$ cat src/rtl/dilithium_pkg.sv
`default_nettype none
// ============================================================================
//  Module      : dilithium_pkg
//  Description : Shared Dilithium constants, norm-check mode encodings and
//                the norm-check controller state type.
//  Revision    : 1.0
// ============================================================================
package dilithium_pkg;

    localparam int unsigned Q            = 32'd8380417;
    localparam int unsigned GAMMA1_LVL2  = 32'd131072;
    localparam int unsigned GAMMA1_LVL35 = 32'd524288;
    localparam int unsigned GAMMA2_LVL2  = 32'd95232;
    localparam int unsigned GAMMA2_LVL35 = 32'd261888;
    localparam int unsigned BETA_LVL2    = 32'd78;
    localparam int unsigned BETA_LVL3    = 32'd196;
    localparam int unsigned BETA_LVL5    = 32'd120;

    // Encoding 3 is treated as G2 by the bound selector.
    typedef enum logic [1:0] {
        G2_SUB_BETA = 2'd0,
        G1_SUB_BETA = 2'd1,
        G2          = 2'd2
    } norm_mode_e;

    typedef enum logic [2:0] {
        S_IDLE  = 3'd0,
        S_LOAD  = 3'd1,
        S_RUN   = 3'd2,
        S_DRAIN = 3'd3,
        S_DONE  = 3'd4
    } chk_state_e;

endpackage
`default_nettype wire

$ cat src/rtl/norm_check_stream_if.sv
`default_nettype none
// ============================================================================
//  Module      : norm_check_stream_if
//  Description : Valid/ready coefficient beat stream into the norm checker.
//  Revision    : 1.0
// ============================================================================
interface norm_check_stream_if #(
    parameter int LANES  = 4,
    parameter int COEF_W = 24
);
    logic                    validi;
    logic [LANES*COEF_W-1:0] di;
    logic                    readyi;

    modport master (output validi, output di, input readyi);
    modport slave  (input validi, input di, output readyi);
endinterface
`default_nettype wire

$ cat src/rtl/norm_bound_sel.sv
`default_nettype none
// ============================================================================
//  Module      : norm_bound_sel
//  Description : Combinational reject-band bounds from security level and mode.
//  Revision    : 1.0
// ============================================================================
module norm_bound_sel
    import dilithium_pkg::*;
#(
    parameter int COEF_W = 24
) (
    input  wire logic [2:0]        i_sec_lvl,
    input  wire logic [1:0]        i_mode,
    output logic      [COEF_W-1:0] o_upper,
    output logic      [COEF_W-1:0] o_lower
);

    logic [31:0] w_gamma1;
    logic [31:0] w_gamma2;
    logic [31:0] w_beta;
    logic [31:0] w_bound;

    always_comb begin
        w_gamma1 = (i_sec_lvl == 3'd2) ? GAMMA1_LVL2 : GAMMA1_LVL35;
        w_gamma2 = (i_sec_lvl == 3'd2) ? GAMMA2_LVL2 : GAMMA2_LVL35;
        case (i_sec_lvl)
            3'd2:    w_beta = BETA_LVL2;
            3'd3:    w_beta = BETA_LVL3;
            default: w_beta = BETA_LVL5;
        endcase
        case (i_mode)
            G2_SUB_BETA: w_bound = w_gamma2 - w_beta;
            G1_SUB_BETA: w_bound = w_gamma1 - w_beta;
            default:     w_bound = w_gamma2;
        endcase
    end

    assign o_upper = COEF_W'(w_bound);
    assign o_lower = COEF_W'(Q - w_bound);

endmodule
`default_nettype wire

$ cat src/rtl/norm_check_stream.sv
`default_nettype none
// ============================================================================
//  Module      : norm_check_stream
//  Description : Streaming coefficient norm check with sticky reject flag and
//                first-reject position capture.
//  Revision    : 1.0
// ============================================================================
module norm_check_stream
    import dilithium_pkg::*;
#(
    parameter int LANES     = 4,
    parameter int COEF_W    = 24,
    parameter int NUM_COEFF = 256
) (
    input  wire logic                                 clk,
    input  wire logic                                 rst,
    input  wire logic                                 start,
    input  wire logic [2:0]                           sec_lvl,
    input  wire logic [1:0]                           mode,
    input  wire logic [3:0]                           npoly,
    norm_check_stream_if.slave                        s,
    output logic                                      busy,
    output logic                                      done,
    output logic                                      rej,
    output logic      [2:0]                           rej_poly,
    output logic      [$clog2(NUM_COEFF/LANES)-1:0]   rej_beat,
    output logic      [LANES-1:0]                     rej_mask
);

    localparam int BEATS  = NUM_COEFF / LANES;
    localparam int BEAT_W = $clog2(BEATS);

    chk_state_e          r_state;
    chk_state_e          w_state_nxt;
    logic                w_ready;
    logic                w_busy;
    logic                w_done;
    logic                w_accept;
    logic                w_last_beat;
    logic                w_last_poly;

    logic [2:0]          r_sec_lvl;
    logic [1:0]          r_mode;
    logic [2:0]          r_last_poly;
    logic [2:0]          w_last_poly_in;

    logic [COEF_W-1:0]   w_upper;
    logic [COEF_W-1:0]   w_lower;
    logic [COEF_W-1:0]   r_upper;
    logic [COEF_W-1:0]   r_lower;

    logic [BEAT_W-1:0]   r_beat_cnt;
    logic [2:0]          r_poly_cnt;
    logic [LANES-1:0]    w_lane_rej;

    logic                r_stg_vld;
    logic [LANES-1:0]    r_stg_mask;
    logic [2:0]          r_stg_poly;
    logic [BEAT_W-1:0]   r_stg_beat;

    logic                r_rej;
    logic [2:0]          r_rej_poly;
    logic [BEAT_W-1:0]   r_rej_beat;
    logic [LANES-1:0]    r_rej_mask;

    // ------------------------------------------------------------------
    // Controller
    // ------------------------------------------------------------------
    always_ff @(posedge clk) begin
        if (rst) begin
            r_state <= S_IDLE;
        end else begin
            r_state <= w_state_nxt;
        end
    end

    assign w_last_beat = (r_beat_cnt == BEAT_W'(BEATS - 1));
    assign w_last_poly = (r_poly_cnt == r_last_poly);

    always_comb begin
        w_state_nxt = r_state;
        w_ready     = 1'b0;
        w_busy      = 1'b1;
        w_done      = 1'b0;
        case (r_state)
            S_IDLE: begin
                w_busy = 1'b0;
                if (start) begin
                    w_state_nxt = S_LOAD;
                end
            end
            S_LOAD: begin
                w_state_nxt = S_RUN;
            end
            S_RUN: begin
                w_ready = 1'b1;
                if (s.validi && w_last_beat && w_last_poly) begin
                    w_state_nxt = S_DRAIN;
                end
            end
            S_DRAIN: begin
                w_state_nxt = S_DONE;
            end
            S_DONE: begin
                w_done      = 1'b1;
                w_state_nxt = S_IDLE;
            end
            default: begin
                w_state_nxt = S_IDLE;
            end
        endcase
    end

    assign w_accept = s.validi && w_ready;
    assign s.readyi = w_ready;
    assign busy     = w_busy;
    assign done     = w_done;

    // ------------------------------------------------------------------
    // Configuration latch; npoly 0 means one poly, above 8 saturates
    // ------------------------------------------------------------------
    always_comb begin
        if (npoly == 4'd0) begin
            w_last_poly_in = 3'd0;
        end else if (npoly > 4'd8) begin
            w_last_poly_in = 3'd7;
        end else begin
            w_last_poly_in = 3'(npoly - 4'd1);
        end
    end

    always_ff @(posedge clk) begin
        if (rst) begin
            r_sec_lvl   <= 3'd0;
            r_mode      <= 2'd0;
            r_last_poly <= 3'd0;
        end else if ((r_state == S_IDLE) && start) begin
            r_sec_lvl   <= sec_lvl;
            r_mode      <= mode;
            r_last_poly <= w_last_poly_in;
        end
    end

    norm_bound_sel #(
        .COEF_W (COEF_W)
    ) u_bound_sel (
        .i_sec_lvl (r_sec_lvl),
        .i_mode    (r_mode),
        .o_upper   (w_upper),
        .o_lower   (w_lower)
    );

    // ------------------------------------------------------------------
    // Bounds and beat/poly position counters
    // ------------------------------------------------------------------
    always_ff @(posedge clk) begin
        if (rst) begin
            r_upper    <= '0;
            r_lower    <= '0;
            r_beat_cnt <= '0;
            r_poly_cnt <= 3'd0;
        end else if (r_state == S_LOAD) begin
            r_upper    <= w_upper;
            r_lower    <= w_lower;
            r_beat_cnt <= '0;
            r_poly_cnt <= 3'd0;
        end else if (w_accept) begin
            r_beat_cnt <= w_last_beat ? '0 : (r_beat_cnt + BEAT_W'(1));
            if (w_last_beat) begin
                r_poly_cnt <= r_poly_cnt + 3'd1;
            end
        end
    end

    // Inclusive band test at full lane width
    for (genvar gi = 0; gi < LANES; gi++) begin : g_lane
        logic [COEF_W-1:0] w_coef;
        assign w_coef         = s.di[gi*COEF_W +: COEF_W];
        assign w_lane_rej[gi] = (w_coef >= r_upper) && (w_coef <= r_lower);
    end

    // ------------------------------------------------------------------
    // Compare stage register and sticky accumulate
    // ------------------------------------------------------------------
    always_ff @(posedge clk) begin
        if (rst || (r_state == S_LOAD)) begin
            r_stg_vld  <= 1'b0;
            r_stg_mask <= '0;
            r_stg_poly <= 3'd0;
            r_stg_beat <= '0;
        end else begin
            r_stg_vld  <= w_accept;
            r_stg_mask <= w_lane_rej;
            r_stg_poly <= r_poly_cnt;
            r_stg_beat <= r_beat_cnt;
        end
    end

    // Position fields are captured only while rej is still clear
    always_ff @(posedge clk) begin
        if (rst || (r_state == S_LOAD)) begin
            r_rej      <= 1'b0;
            r_rej_poly <= 3'd0;
            r_rej_beat <= '0;
            r_rej_mask <= '0;
        end else if (r_stg_vld && (|r_stg_mask)) begin
            r_rej <= 1'b1;
            if (!r_rej) begin
                r_rej_poly <= r_stg_poly;
                r_rej_beat <= r_stg_beat;
                r_rej_mask <= r_stg_mask;
            end
        end
    end

    assign rej      = r_rej;
    assign rej_poly = r_rej_poly;
    assign rej_beat = r_rej_beat;
    assign rej_mask = r_rej_mask;

endmodule
`default_nettype wire

$ cat src/flat_wrapper.sv
// flat-port wrapper written by rule: the top's interface ports become plain ports
module norm_check_stream_flat import dilithium_pkg::*;
#(
    parameter int LANES     = 4,
    parameter int COEF_W    = 24,
    parameter int NUM_COEFF = 256
)
  (clk, rst, start, sec_lvl, mode, npoly, busy, done, rej, rej_poly, rej_beat, rej_mask, s_validi, s_di, s_readyi);
  norm_check_stream_if #(.LANES(LANES), .COEF_W(COEF_W)) s_i ();
  input  wire logic clk;
  input  wire logic rst;
  input  wire logic start;
  input  wire logic [2:0] sec_lvl;
  input  wire logic [1:0] mode;
  input  wire logic [3:0] npoly;
  output logic busy;
  output logic done;
  output logic rej;
  output logic      [2:0] rej_poly;
  output logic      [$clog2(NUM_COEFF/LANES)-1:0] rej_beat;
  output logic      [LANES-1:0] rej_mask;
  input wire logic [$bits(s_i.validi)-1:0] s_validi;
  input wire logic [$bits(s_i.di)-1:0] s_di;
  output wire logic [$bits(s_i.readyi)-1:0] s_readyi;
  assign s_i.validi = s_validi;
  assign s_i.di = s_di;
  assign s_readyi = s_i.readyi;
  norm_check_stream #(.LANES(LANES), .COEF_W(COEF_W), .NUM_COEFF(NUM_COEFF)) u_core (.clk(clk), .rst(rst), .start(start), .sec_lvl(sec_lvl), .mode(mode), .npoly(npoly), .s(s_i), .busy(busy), .done(done), .rej(rej), .rej_poly(rej_poly), .rej_beat(rej_beat), .rej_mask(rej_mask));
endmodule
$ cat config.mk
export PLATFORM = sky130hd
export DESIGN_NAME = norm_check_stream_flat
export DESIGN_NICKNAME = d
export VERILOG_FILES = /design/src/rtl/dilithium_pkg.sv /design/src/rtl/norm_check_stream_if.sv /design/src/rtl/norm_bound_sel.sv /design/src/rtl/norm_check_stream.sv /design/src/flat_wrapper.sv
export SDC_FILE = /design/constraint.sdc
export NUM_CORES = 1
export LEC_CHECK = 0
export ABC_AREA = 1
export BUFFER_PORTS_ARGS = -buffer_cell sky130_fd_sc_hd__buf_2
export CAP_MARGIN = 25
export CORE_UTILIZATION = 46
export CTS_BUF_LIST = sky130_fd_sc_hd__clkbuf_4 sky130_fd_sc_hd__clkbuf_8
export CTS_CLUSTER_DIAMETER = 60
export DETAILED_ROUTE_END_ITERATION = 8
export PLACE_DENSITY_LB_ADDON = 0.12
export SLEW_MARGIN = 30
export SYNTH_ARGS = -nofsm -noshare
export SYNTH_HDL_FRONTEND = slang
export SYNTH_SLANG_ARGS = --single-unit
$ cat constraint.sdc
create_clock -name clk -period 2.5 [get_ports clk]
set_clock_uncertainty 0.05 [all_clocks]
set_input_delay 0.25 -clock clk [delete_from_list [all_inputs] [get_ports clk]]
set_output_delay 0.25 -clock clk [all_outputs]
set_load 0.005 [all_outputs]
# == Word-level counts from Yosys, hierarchy flattened ==
# Cells that the tools add are included.
# word_totals
register_bits,96
inputBits,109
# op_classes
add_sub_neg,6
eq_ne,11
n_reduce_logical,18
muxes,13
order_cmp,9
bitwise,1
# ops
op,count
>= comparator 24 bit,4
<= comparator 24 bit,4
case mux 24 bit (2 select lines),1
"subtractor 23 x 24 -> 24 bit, first input constant",1
subtractor 20 x 8 -> 21 bit,1
two-way mux 20 bit,1
subtractor 18 x 8 -> 19 bit,1
two-way mux 18 bit,1
case mux 8 bit (2 select lines),1
"== test 3 x 2 -> 1 bit, second input constant",4
two-way mux 3 bit,4
case mux 3 bit (4 select lines),1
logical AND 1 bit,9
"adder 6 x 1 -> 6 bit, second input constant",1
"== test 6 bit, second input constant",1
two-way mux 6 bit,1
AND reduction 2 bit,3
"greater-than comparator 4 bit, second input constant",1
zero test 4 bit,1
OR reduction 4 bit,1
"adder 3 x 1 -> 3 bit, second input constant",1
"== test 3 x 1 -> 1 bit, second input constant",1
== test 3 bit,1
"== test 3 bit, second input constant",1
other kinds (10),12

# == Logic depth before layout (Yosys ltp) ==
# Gate-level depths: netlist of the first run.
# depth
word_depth,5
ltp_mapped,13

# == Cells and area by module ==
# From an unflattened synthesis of the first run, not the netlist that was laid out.
# hier_totals
cells_unflattened,1194
hier_area_um2,8406.8
# modules_own_cells
module,n_inst,seq_area_each_um2,area_each_um2,cells_each
norm_check_stream,1,1921.8,8002.7,1128
norm_bound_sel,1,0.0,404.1,66

# == Worst setup path before layout of the first run ==
# OpenSTA, ideal clock, no wires.
# synth_timing
kind,reg-to-reg
startpoint,register u_core.r_lower[22]
endpoint,register u_core.r_stg_mask[3]
setup_time_ns,0.111
slack_ns,0.564
t_arrival_ns,1.775
stages_incl_launch_ff,11
cell_sequence,dfxtp_1 inv_1 ha_1 nand2_1 nor2_1 and2_1 nand2_1 a21oi_1 nor2_1 nor2_1 nor2_1
# synth_via
elab_chain_cells,2
# synth_rtl
item,line,rtl
from (decl),norm_check_stream.sv:50,logic [COEF_W-1:0] r_lower;
from (signal assigned),norm_check_stream.sv:164,r_lower <= w_lower;
<= comparator 24 bit,norm_check_stream.sv:179,assign w_lane_rej[gi] = (w_coef >= r_upper) && (w_coef <= r_lower);
logical AND 1 bit,norm_check_stream.sv:179,
to (signal assigned),norm_check_stream.sv:193,r_stg_mask <= w_lane_rej;
to (decl),norm_check_stream.sv:57,logic [LANES-1:0] r_stg_mask;
# No other way between the ends.
# A chain may end at the register's enable or synchronous reset.

# == Final worst setup path of the first run ==
# Ends and elaborated chain as after synthesis.

==> flow_metrics.py, run 1 <==
metrics = {
    "floorplan": {
        "die_height_um": 122,
        "fp-row-count": 43,
        "start_util_pct": 47.4,
        "core_um2": 13900,
        "fp.dieW_um": 122,
        "io_pins": 126,
        "dieArea_um2": 14800,
    },
    "worst_setup_path": {
        "cp_common_cell": "nor2_1",
        "cp_cell_sequence": "inv_1 > buf_12 > ha_1 > nand4_1 > nor2_1 > nand2_1 > a21oi_1 > nor2_1 > nor2_1 > nor2_1",
        "cp.depth": 10,
        "cp_max_fo": 23,
        "cpMaxStageDelayCell": "dfxtp_1",
        "cp.required_ns": 2.70,
        "slowest_delay_ns": 0.43,
        "crit_type": "register to register",
        "arrival_ns": 2.43,
        "endpoint_kind": "register",
        "start_kind": "register",
        "path_buf_inv": 2,
        "path_delay_family": "simple AND/OR/NAND/NOR gates",
        "r2r_cells": 10,
    },
    "detailed_routing": {
        "wl_met2_mm": 6.87,
        "firstDrtPassIters": 5,
        "drc": 0,
        "wl_met1_mm": 8.88,
        "dr_wl_met3_um": 714,
        "dr.first_iter.drc_count": 304,
        "num_vias": 6212,
        "wl_per_cell_um": 13.0,
        "vias_per_cell": 4.87,
        "top_layer": "met4",
        "wirelength_mm": 16.6,
        "antenna_left": 0,
    },
    "logic_synthesis": {
        "synthArstFlopShare_pct": 0,
        "syn_inst": 961,
        "syn_avg_cell_area_um2": 6.88,
        "yosysSeqAreaShare_pct": 22.4,
        "synth_top_cell_area_share_pct": 29.5,
        "synthTopCellsByCount": "279 x nand2_1, 156 x ha_1, 134 x inv_1, 100 x nor2_1, 88 x a21oi_1",
        "ys_seq_elements": 74,
        "synth_cell_types": 34,
        "synthTopCellsByArea": "ha_1 30%, dfxtp_1 22%, nand2_1 16%, inv_1 7.6%, a21oi_1 6.7%",
        "synth_most_common_cell": "nand2_1",
        "synthFlopType": "dfxtp_1",
        "synth_edf_count": 0,
        "syn-num-nets": 1226,
        "syn_area_um2": 6610,
        "yosys_warnings": 0,
        "synth_area_leader_cell": "ha_1",
    },
    "clock_network": {
        "clk_pin_slew_ns": 0.08,
        "cts_buffers": 9,
        "clock_sinks": 74,
        "cts_tree": "yes",
        "clk_latency_ns": 0.35,
        "clockRootBuffer": "clkbuf_8",
        "post_cts_resize_count": 0,
        "ctsHtreeMaxLevel": 3,
        "holdBufCountCts": 0,
        "cts_buffer_depth": 2,
        "postCtsSetupBuffers": 0,
    },
    "grt": {
        "grt_start_max_net_pins": 34,
        "grt_pass1_wl_mm": 26.9,
        "gr-total-overflow": 0,
        "grt_pass1_vias": 5506,
        "antenna_found_initial": 0,
        "grt_usage_pct": 23.3,
    },
    "pwr": {
        "finalPower_mw": 3.92,
        "pwr-share-clk_pct": 26.2,
        "leakage_nw": 3.90,
        "seqPwrFrac_pct": 33.6,
        "switching_power_mw": 1.48,
        "power.density_nw_per_um2": 514,
        "comb_power_share_pct": 40.2,
        "p_sw_share_pct": 37.6,
        "intPower_mw": 2.45,
        "ir_worst_vdd_uv": 326,
    },
    "final_layout": {
        "final_cells": 1275,
        "syn2layout_area_growth_pct": 15.5,
        "nNetsFinal": 1355,
        "drive_gt1_share_pct": 14.3,
        "n_antenna_cell": 0,
        "final_area_um2": 7630,
        "fillers": 1368,
    },
    "timing": {
        "setup_violations": 0,
        "hold_viol": 0,
        "period_minus_slack_ns": 2.23,
        "drv_slew": 0,
        "worstMarginPinSlew_ns": 0.625,
        "relSlewSlack_pct": 58.3,
        "fmax_mhz": 449,
        "period_share_pct": 89.1,
        "rsz0062_at_grt": "no",
        "finalSetupTns_ns": 0,
    },
    "placed_design": {
        "dpl-instance-area_um2": 7410,
        "io_buffers": 125,
        "hpwl_mm": 13.9,
        "gp_congestion": 0.861,
        "dp_cells": 1259,
    },
    "job": {
        "cap_violations": 0,
    },
    "min_path": {
        "hold_class": "input port to register",
        "whs_path_depth": 3,
    },
    "outcome": {
        "status": "finished, final reports clean",
    },
}
-- per-layer routing --
layer  vias to the layer above  track usage [%]
met2                       141             34.9
met5                         -                0
li1                       3402                -
met4                         0             5.09
met3                        10             3.04
met1                      2659             35.1
-- area by class of cell --
type,count,area (µm²),share of cell area (%)
clock buffers,10,131,1.72
clock inverters,6,90.1,1.18
inverters,137,517,6.77
well taps,180,225,2.95
multi-input cells,740,4530,59.3
repair buffers,128,661,8.65
flip-flops and latches,74,1480,19.4
-- power groups by stage --
stage,Sequential (mW),Clock [mW],Combinational [mW]
after floorplan,1.33,0,1.13
after global placement,1.34,0,1.55
after detailed placement,1.34,0,1.57
after CTS,1.32,1.05,1.58
after global routing,1.32,1.12,1.85
final,1.32,1.03,1.58
-- registers in the layout, summed over array words and instances, names as in the netlist, 4 cells and up --
register / flops
u_core.r_beat_cnt: 6
u_core.r_lower: 16
u_core.r_stg_beat: 6
u_core.r_stg_mask: 4
u_core.r_upper: 10
u_core.rej_beat: 6
u_core.rej_mask: 4
-- worst paths after layout --
kind                              startpoint                                to  slack [ns]
max reg2reg  u_core.r_lower[22]$_SDFFE_PP0P_   u_core.r_stg_mask[3]$_SDFF_PP0_        0.27
min reg2reg  u_core.r_stg_poly[2]$_SDFF_PP0_   u_core.rej_poly[2]$_SDFFE_PP0P_        0.39
min                               sec_lvl[2]  u_core.r_sec_lvl[2]$_SDFFE_PP0P_        0.13
max          u_core.r_lower[22]$_SDFFE_PP0P_   u_core.r_stg_mask[3]$_SDFF_PP0_        0.27
-- worst reg2reg max path, delay by kind of cell, from the launching register on --
kind | cells | cell delay, ns
AOI/OAI and AO/OA | 1 | 0.18
adders and majority gates | 1 | 0.32
buffers and inverters | 2 | 0.43
DFF | 1 | 0.43
and+or+nand+nor | 6 | 0.74
-- per-stage QoR --
stage               hold WS [ns]  setup slack, ns  util, %
global placement           0.384            0.493     53.2
detailed placement         0.387            0.378     53.2
floorplan                  0.278            0.564        -
CTS                        0.115            0.353     54.8
global route               0.130            0.144     54.8
finish                     0.130            0.273     54.8
-- kinds of logic (layout without fill, tap and decap cells) --
logic type,count (synthesis),count (layout),share of synthesized area (%)
compound gates,134,134,10.9
xor+xnor,3,3,0.398
fa+ha+maj,156,156,29.5
buf+inv,147,281,9.05
flops,74,74,22.4
simple gates,447,447,27.6
-- placed cells by master (no fill, tap or decap), drive strengths merged, types with 4 or more instances in the layout --
master	count
nand3	24
a211oi	4
nor2	102
nand4	15
and2	4
dfxtp	74
nand2	282
o22ai	11
inv	138
nor3	15
o21ai	19
clkbuf	10
o21a	4
ha	156
a21oi	88
buf	128
a21o	5
No activity file was read; power rests on OpenSTA's default activity.
==> inputs of run 2 (changes only) <==
Settings changed: ABC_AREA 1 to not set.
==> run 2 against run 1 <==
Total power fell by 14%. Non-clock buffer count rose by 14. Hold slack got worse by 0.033 ns. Combinational power fell by 39%. Utilization rose by 2.0 points. Clock power rose by 13%. Fmax fell by 3.9%. Sequential cell count did not move. Largest power group is now sequential cells. Routed wire length rose by 2.0%. Design area fell by 4.7%. Critical endpoint unchanged.
==> flow_metrics.py, run 2 <==
metrics = {
    "floorplan": {
        "dieArea_um2": 13800,
        "io_pins": 126,
        "start_util_pct": 47.8,
        "core_um2": 12800,
        "fp-row-count": 41,
        "fp.dieW_um": 117,
        "die_height_um": 117,
    },
    "logic_synthesis": {
        "yosysSeqAreaShare_pct": 24.2,
        "synthTopCellsByArea": "ha_1 32%, dfxtp_1 24%, a21oi_1 5.6%, nor2_1 3.6%, nand2_1 3.4%",
        "syn-num-nets": 981,
        "synthFlopType": "dfxtp_1",
        "syn_avg_cell_area_um2": 8.56,
        "yosys_warnings": 0,
        "syn_inst": 716,
        "synth_top_cell_area_share_pct": 31.9,
        "syn_area_um2": 6130,
        "synth_cell_types": 53,
        "synth_edf_count": 0,
        "synthTopCellsByCount": "156 x ha_1, 74 x dfxtp_1, 69 x a21oi_1, 59 x nor2_1, 55 x nand2_1",
        "synthArstFlopShare_pct": 0,
        "synth_area_leader_cell": "ha_1",
        "synth_most_common_cell": "ha_1",
        "ys_seq_elements": 74,
    },
    "clock_network": {
        "clock_sinks": 74,
        "holdBufCountCts": 0,
        "cts_buffer_depth": 2,
        "cts_tree": "yes",
        "cts_buffers": 9,
        "clk_pin_slew_ns": 0.08,
        "ctsHtreeMaxLevel": 3,
        "clk_latency_ns": 0.35,
        "clockRootBuffer": "clkbuf_8",
    },
    "job": {
        "cap_violations": 0,
    },
    "timing": {
        "period_minus_slack_ns": 2.32,
        "setup_violations": 0,
        "fmax_mhz": 431,
        "hold_viol": 0,
        "period_share_pct": 92.7,
        "finalSetupTns_ns": 0,
        "drv_slew": 0,
        "worstMarginPinSlew_ns": 0.636,
        "rsz0062_at_grt": "no",
        "fin_ws_ns": 0.182,
        "relSlewSlack_pct": 57.4,
        "hold_ws_ns": 0.0972,
    },
    "worst_setup_path": {
        "cp_max_fo": 15,
        "crit_type": "register to register",
        "endpoint_kind": "register",
        "cp.required_ns": 2.73,
        "start_kind": "register",
        "arrival_ns": 2.54,
    },
    "detailed_routing": {
        "wirelength_mm": 16.9,
        "num_vias": 5707,
        "wl_per_cell_um": 16.4,
        "firstDrtPassIters": 4,
        "dr.first_iter.drc_count": 270,
        "drc": 0,
        "antenna_left": 0,
        "vias_per_cell": 5.54,
    },
    "pwr": {
        "pwr-share-clk_pct": 34.5,
        "seqPwrFrac_pct": 37.2,
        "switching_power_mw": 1.05,
        "power.density_nw_per_um2": 464,
        "intPower_mw": 2.33,
        "finalPower_mw": 3.37,
        "leakage_nw": 3.26,
        "comb_power_share_pct": 28.4,
        "ir_worst_vdd_uv": 303,
        "p_sw_share_pct": 31.0,
    },
    "placed_design": {
        "pre_cts_slack_ns": 0.137,
        "dpl-instance-area_um2": 6990,
        "gp_congestion": 0.918,
        "dp_cells": 1011,
        "hpwl_mm": 13.9,
        "io_buffers": 125,
    },
    "final_layout": {
        "final_area_um2": 7280,
        "reg_top3": "u_core.r_lower (16), u_core.r_upper (10)",
        "largest_reg_flops": 16,
        "nNetsFinal": 1118,
        "final_cells": 1030,
        "n_antenna_cell": 0,
        "drive_gt1_share_pct": 19.0,
        "final_core_utilization_pct": 56.7,
        "regMostFlops": "u_core.r_lower",
        "final_common_cell": "ha_1",
        "syn2layout_area_growth_pct": 18.8,
        "fillers": 1214,
        "layout_common_cells": "156 x ha_1, 125 x buf_2, 74 x dfxtp_1, 69 x a21oi_1, 59 x nor2_1",
    },
    "grt": {
        "grt_pass1_wl_mm": 28.0,
        "gr-total-overflow": 0,
        "antenna_found_initial": 0,
        "grt_pass1_vias": 5647,
        "grt_start_max_net_pins": 37,
        "grt_usage_pct": 25.4,
    },
    "outcome": {
        "status": "finished, final reports clean",
    },
    "min_path": {
        "hold_class": "input port to register",
    },
}
==> run 2: cell count changes after synthesis, sizes merged, moves of 10 or more <==
cell / before / now
nand2: 282 / 55
inv: 137 / 45
nor2: 102 / 59
a21oi: 88 / 69
mux2i: 0 / 14
nor2b: 0 / 11
o21ai: 19 / 29
==> run 2: routing by layer <==
| layer | GRT usage, % | routed length [µm] | vias to the layer above |
|---|---|---|---|
| met4 | 7.06 | 393 | 0 |
| met5 | 0 | 0 | - |
| li1 | - | - | 2927 |
| met1 | 33.8 | 8010 | 2613 |
| met2 | 40.4 | 7330 | 145 |
| met3 | 6.32 | 1200 | 22 |
==> run 2: repair_timing <==
| item | 4_1_cts | 5_1_grt |
|---|---|---|
| setup endpoints to repair | 0 | 3 |
| setup buffers | 0 | 3 |
| resized for setup | 0 | 1 |
==> run 2: path summary, 6_finish.rpt <==
kind	depth (start not counted)	to	slack (ns)	startpoint
worst min-delay path	3	u_core.r_sec_lvl[0]$_SDFFE_PP0P_	0.1	sec_lvl[0]
worst max-delay path	9	u_core.r_stg_mask[3]$_SDFF_PP0_	0.18	u_core.r_lower[22]$_SDFFE_PP0P_
worst max register to register	9	u_core.r_stg_mask[3]$_SDFF_PP0_	0.18	u_core.r_lower[22]$_SDFFE_PP0P_
worst min register to register	2	u_core.r_sec_lvl[1]$_SDFFE_PP0P_	0.41	u_core.r_sec_lvl[1]$_SDFFE_PP0P_
==> run 2: cell type report <==
class | count | area, µm² | share of cell area [%]
clock buffers | 10 | 138 | 1.89
clock inverters | 6 | 113 | 1.55
inverters | 45 | 173 | 2.37
multi-input cells | 581 | 4390 | 60.4
flip-flops and latches | 74 | 1480 | 20.4
well taps | 172 | 215 | 2.96
repair buffers | 142 | 766 | 10.5
==> run 2: logic make-up (layout without fill, tap and decap cells) <==
logic type / after synthesis / after routing / synth area share [%]
simple gates: 229 / 229 / 18.6
fa+ha+maj: 156 / 156 / 31.9
compound gates: 171 / 171 / 17.4
flops: 74 / 74 / 24.2
xor+xnor: 11 / 11 / 1.57
buf+inv: 61 / 203 / 4.13
mux: 14 / 14 / 2.29
==> run 2: critical path: stages (launching register included) <==
cell and delay, ns:
dfxtp_1 0.38, clkinvlp_4 0.12, buf_12 0.15, buf_4 0.17, ha_1 0.31, nand4_1 0.13
inv_1 0.08, nand4_1 0.16, or4_1 0.55, a22oi_1 0.15
==> run 2: power by group through the flow <==
stage	Combinational [mW]	Clock [mW]	Sequential, mW
final	0.957	1.16	1.25
after global routing	1.10	1.26	1.26
after floorplan	0.606	0	1.27
after detailed placement	0.938	0	1.28
after global placement	0.894	0	1.28
after CTS	0.946	1.19	1.25
